==> src/rtl/tdm_mux_8_pkg.sv <==
// Shared constants, slot type and FSM state encodings for the 8-way TDM transmit path.
package tdm_mux_8_pkg;

   localparam int unsigned NSLOT  = 8;
   localparam int unsigned SLOT_W = 3;

   localparam logic [1:0] IDLE  = 2'd0;
   localparam logic [1:0] RUN   = 2'd1;
   localparam logic [1:0] DRAIN = 2'd2;

   typedef logic [SLOT_W-1:0] slot_t;

   // Slot index after the current cycle, assuming the frame keeps running.
   function automatic slot_t next_slot(slot_t slot, logic slot_end);
      return slot_end ? slot + slot_t'(1) : slot;
   endfunction

endpackage

==> src/rtl/tdm_slot_counter.sv <==
// Dwell counter plus 3-bit slot counter; flags the last cycle of a slot and of a frame.
module tdm_slot_counter
   import tdm_mux_8_pkg::*;
#(
   parameter int unsigned DWELL = 1,
   parameter int unsigned CNT_W = 8
) (
   input  logic  clk,
   input  logic  rst,
   input  logic  clr,
   input  logic  adv,
   output slot_t slot,
   output logic  slot_end,
   output logic  frame_end
);

   logic [CNT_W-1:0] dcnt_q, dcnt_d;
   slot_t            slot_q, slot_d;

   assign slot_end  = (dcnt_q == CNT_W'(DWELL - 1));
   assign frame_end = slot_end && (slot_q == slot_t'(NSLOT - 1));
   assign slot      = slot_q;

   always_comb begin
      dcnt_d = dcnt_q;
      slot_d = slot_q;
      if (clr) begin
         dcnt_d = '0;
         slot_d = '0;
      end else if (adv) begin
         if (slot_end) begin
            dcnt_d = '0;
            slot_d = slot_q + slot_t'(1);
         end else begin
            dcnt_d = dcnt_q + CNT_W'(1);
         end
      end
   end

   always_ff @(posedge clk or posedge rst) begin
      if (rst) begin
         dcnt_q <= '0;
         slot_q <= '0;
      end else begin
         dcnt_q <= dcnt_d;
         slot_q <= slot_d;
      end
   end

endmodule

==> src/rtl/tdm_mux_8.sv <==
// 8:1 time-division multiplexer: snapshots eight channels per frame and serialises them
// on O with the slot index on S3..S1 and a frame marker F.
module tdm_mux_8
   import tdm_mux_8_pkg::*;
#(
   parameter int unsigned DWELL = 1,
   parameter int unsigned CNT_W = 8
) (
   input  logic clk,
   input  logic rst,
   input  logic en,
   input  logic I1,
   input  logic I2,
   input  logic I3,
   input  logic I4,
   input  logic I5,
   input  logic I6,
   input  logic I7,
   input  logic I8,
   output logic O,
   output logic S1,
   output logic S2,
   output logic S3,
   output logic F,
   output logic busy
);

   logic [1:0]       state_q, state_d;
   logic [NSLOT-1:0] snap_q, snap_d;
   logic             o_q, o_d;
   slot_t            s_q, s_d;
   logic             f_q, f_d;

   logic  frame_start, go_idle, clr, adv;
   slot_t slot, nxt;
   logic  slot_end, frame_end;

   tdm_slot_counter #(
      .DWELL (DWELL),
      .CNT_W (CNT_W)
   ) u_cnt (
      .clk       (clk),
      .rst       (rst),
      .clr       (clr),
      .adv       (adv),
      .slot      (slot),
      .slot_end  (slot_end),
      .frame_end (frame_end)
   );

   // en only decides what happens at frame end; a running frame is never cut short.
   always_comb begin
      state_d     = state_q;
      frame_start = 1'b0;
      go_idle     = 1'b0;
      case (state_q)
         IDLE: begin
            if (en) begin
               frame_start = 1'b1;
               state_d     = RUN;
            end
         end
         RUN, DRAIN: begin
            if (frame_end) begin
               frame_start = en;
               go_idle     = ~en;
               state_d     = en ? RUN : IDLE;
            end else begin
               state_d = en ? RUN : DRAIN;
            end
         end
         default: state_d = IDLE;
      endcase
   end

   assign clr = frame_start | go_idle;
   assign adv = (state_q != IDLE) & ~clr;
   assign nxt = next_slot(slot, slot_end);

   always_comb begin
      snap_d = snap_q;
      o_d    = 1'b0;
      s_d    = '0;
      f_d    = 1'b0;
      if (frame_start) begin
         // Snapshot is not visible yet, so slot 0 data comes straight from the input.
         snap_d = {I8, I7, I6, I5, I4, I3, I2, I1};
         o_d    = I1;
         f_d    = 1'b1;
      end else if (state_d != IDLE) begin
         o_d = snap_q[nxt];
         s_d = nxt;
      end
   end

   always_ff @(posedge clk or posedge rst) begin
      if (rst) begin
         state_q <= IDLE;
         snap_q  <= '0;
         o_q     <= 1'b0;
         s_q     <= '0;
         f_q     <= 1'b0;
      end else begin
         state_q <= state_d;
         snap_q  <= snap_d;
         o_q     <= o_d;
         s_q     <= s_d;
         f_q     <= f_d;
      end
   end

   assign O    = o_q;
   assign S1   = s_q[0];
   assign S2   = s_q[1];
   assign S3   = s_q[2];
   assign F    = f_q;
   assign busy = (state_q != IDLE);

endmodule

==> config.mk <==
export PLATFORM = sky130hd
export DESIGN_NAME = tdm_mux_8
export DESIGN_NICKNAME = d
export VERILOG_FILES = /design/src/rtl/tdm_mux_8_pkg.sv /design/src/rtl/tdm_slot_counter.sv /design/src/rtl/tdm_mux_8.sv
export SDC_FILE = /design/constraint.sdc
export NUM_CORES = 1
export LEC_CHECK = 0
export ABC_AREA = 1
export BUFFER_PORTS_ARGS = -buffer_cell sky130_fd_sc_hd__buf_4
export CAP_MARGIN = 20
export CORE_MARGIN = 10
export CORE_UTILIZATION = 40
export CTS_BUF_LIST = sky130_fd_sc_hd__clkbuf_2
export DETAILED_ROUTE_END_ITERATION = 12
export PLACE_DENSITY_LB_ADDON = 0.3
export SLEW_MARGIN = 20
export SYNTH_ARGS = -nofsm -noshare
export SYNTH_HDL_FRONTEND = slang
export SYNTH_SLANG_ARGS = --single-unit
==> constraint.sdc <==
create_clock -name clk -period 1.85 [get_ports clk]
set_input_delay 0.0925 -clock clk [delete_from_list [all_inputs] [get_ports clk]]
set_output_delay 0.0925 -clock clk [all_outputs]
set_load 0.02 [all_outputs]
==> flow_summary.toml <==
[power]
power_per_cell_area_nw_per_um2 = 1573
p_sw_frac = 0.4489
seqPwrFrac = 0.287
p_int_w = 0.001674
p_leak_nw = 0.9792
p_comb_frac = 0.592
p_clk_frac = 0.121
p_sw_w = 0.001363
vdd_drop_max_uv = 616.2

[synthesis]
ys.flop_type = "dfrtp_1"
async_flop_share = 1.000
synth_seq_area_share = 0.4344
synth_edf_count = 0
synth-seq-cells = 26
synth_top_area_frac = 0.4344
synth_area_sq_um = 1498
yosys_warnings = 0
synth_area_leaders = "dfrtp_1 43%, nand2_1 12%, inv_1 6.8%"
postSynthAreaPerCell_sq_um = 8.052
syn_nets = 203
synth.distinct_cells = 25
yosys.area.top_type = "dfrtp_1"
synthCells = 186

[floorplanning]
start_util = 0.4122
core_sq_um = 3633
die_x_microns = 81.19
ios = 17
die-area_sq_um = 6592
fp-row-count = 22
fp.dieH_microns = 81.19

[setup_path]
start_kind = "register"
path_cells = "ha_1 -> ha_1 -> nand3_2 -> nand2_1 -> nand2_2 -> nand2_8 -> nor2_8 -> nand2_1 -> o31ai_1"
worstSetupPathType = "reg2reg"
critPathCaptureType = "register"
cp_max_fo = 10
arrival_ps = 2050
critical_path.max_stage_delay_ps = 500
cpMaxStageDelayCell = "dfrtp_2"
cp_data_required_time_ps = 2150

[placement]
portBuffers = 16
place_area_sq_um = 1712
gp_congestion = 0.8075
preCtsSetupSlack_ps = 38.36
dpl.hpwl_microns = 2347

[timing]
rsz0062_at_grt = "false"
fmax_ghz = 0.5717
final.setup_skew_ps = 8.277
min_period_over_period = 0.9455
period_needed_ps = 1749
tns_ps = 0
finalHoldViolCount = 0
setup_viol = 0
worst_pin_slew_ps = 322.2
fin_ws_ps = 100.9
slew-limit-headroom = 0.7852
report.final.slew_viol_count = 0

[clock_tree]
cts.htree.levels = 1
cts_buffers = 3
clkLatencyLatePin_ps = 370
cts_tree = "yes"
cts_buffer_depth = 2
cts_sinks = 26
clock-root-buffer = "clkbuf_2"
clkTransAtPathRegs_ps = 260

[finish]
diodes = 0
fill_cells = 361
postLayoutCellArea_sq_um = 1931
fin_util = 0.5313
area_growth_pct = 28.91
layout.nets = 243
drive_above_1_share = 0.2311

[global_route]
grt_remaining_overflow = 0
grt_pass1_wl_microns = 5326
antenna_found_initial = 0
track_usage = 0.09959
grt_max_degree = 27
grt_pass1_vias = 1217

[route]
wl_microns = 3175
ant_nets = 0
drt_iter0_markers = 66
vias = 1251
wl_per_cell_microns = 11.63
viasPerCell = 4.582
drcViolationCount = 0
drt_pass1_iterations = 5

[outcome]
status = "finished clean"

[job]
maxCapViolCount = 0

[hold_path]
holdCritPathClass = "in2async"
worst max-delay path: cells and delay by family, from the launching register on:
kind	cells	cell delay (ps)
adders and majority gates	2	440
DFF	1	500
and+or+nand+nor	6	690
AOI/OAI and AO/OA	1	60
cells by family (layout without fill, tap and decap cells):
| kind of cell | Yosys count | in the layout | share of synthesized area |
|---|---|---|---|
| compound gates | 25 | 25 | 0.1078 |
| xor+xnor | 5 | 5 | 0.02924 |
| fa+ha+maj | 6 | 6 | 0.05012 |
| buf+inv | 31 | 69 | 0.08354 |
| flops | 26 | 26 | 0.4344 |
| simple gates | 93 | 94 | 0.2949 |
layer usage:
metal | vias up | GRT usage | wire [microns]
met4 | 0 | 0.05190 | 61
met1 | 553 | 0.1313 | 1554
met5 | - | 0 | 0
met3 | 5 | 0.01545 | 96
met2 | 17 | 0.1537 | 1463
li1 | 676 | - | -
registers in the layout, indices dropped and copies added, names as in the netlist:
signal        flops
F                 1
O                 1
s_q               3
snap_q            8
state_q           2
u_cnt.dcnt_q      8
u_cnt.slot        3
synthesized netlist by cell type (2+ instances only):
cell and count:
nand2_1 47, inv_1 27, dfrtp_1 26, nand3_1 19
nor2_1 13, o21ai_0 9, ha_1 6, o31ai_1 6
xor2_1 5, a21oi_1 4, nand2_2 4, nand3_2 3
inv_2 2, nand4_1 2, o21ai_1 2, o21ai_2 2
worst paths after layout:
path | startpoint | end | slack (ps) | cells after the start
min reg2reg | snap_q[1] | snap_q[1] | 550 | 2
max reg2reg | u_cnt.slot[0] | u_cnt.slot[1] | 100 | 9
max in group asynchronous | rst | u_cnt.slot[0] | 1320 | 4
min | rst | snap_q[6] | 270 | 4
max | u_cnt.slot[0] | u_cnt.slot[1] | 100 | 9
min in group clk | I4 | snap_q[3] | 460 | 4
per-stage QoR:
| stage | std cells | power, W | hold WS [ps] |
|---|---|---|---|
| 3_3_place_gp | 253 | 0.002542 | 175.5 |
| 2_1_floorplan | 186 | 0.002082 | 132.5 |
| 6_report | 273 | 0.003037 | 274.0 |
| 4_1_cts | 267 | 0.002941 | 285.5 |
| 5_1_grt | 273 | 0.003328 | 302.5 |
| 3_5_place_dp | 253 | 0.002557 | 172.4 |
power by group through the flow:
stage          logic (W)  clock network (W)  registers [W]
2_1_floorplan    0.00116                  0       0.000918
3_3_place_gp     0.00166                  0       0.000886
3_5_place_dp     0.00166                  0       0.000892
4_1_cts          0.00169           0.000371       0.000877
5_1_grt          0.00204           0.000394       0.000896
6_report         0.00180           0.000367       0.000873
layout by cell type (no fill, tap or decap), types with 2 or more instances in the layout:
cell type	synthesis	routed
nand2_1	47	46
inv_1	27	27
dfrtp_1	26	25
buf_4	0	25
nand3_1	19	18
nor2_1	13	12
dlygate4sd3_1	0	10
o21ai_0	9	9
o31ai_1	6	6
nand2_2	4	5
xor2_1	5	5
nand3_2	3	4
a21oi_1	4	4
ha_1	6	4
clkbuf_2	0	3
inv_2	2	2
nand4_1	2	2
o21ai_1	2	2
o21ai_2	2	2
ha_2	0	2
area by class of cell:
| cell class | count | area, sq um | area share |
|---|---|---|---|
| sequential | 26 | 651.9 | 0.3377 |
| timing repair buffer | 36 | 307.8 | 0.1594 |
| inverter | 29 | 108.9 | 0.05638 |
| multi-input combinational | 130 | 757.0 | 0.3921 |
| clock inverter | 1 | 30.03 | 0.01555 |
| clock buffer | 3 | 15.01 | 0.007777 |
| tap | 48 | 60.06 | 0.03111 |
repair_timing:
item / 4_1_cts / 5_1_grt
setup buffers: 0 / 5
endpoints found under the setup margin: 0 / 15
gates resized for setup: 0 / 7
hold buffers: 10 / 0
hold endpoints to repair: 36 / 0
Note: power is estimated with default switching activity, not from simulation.
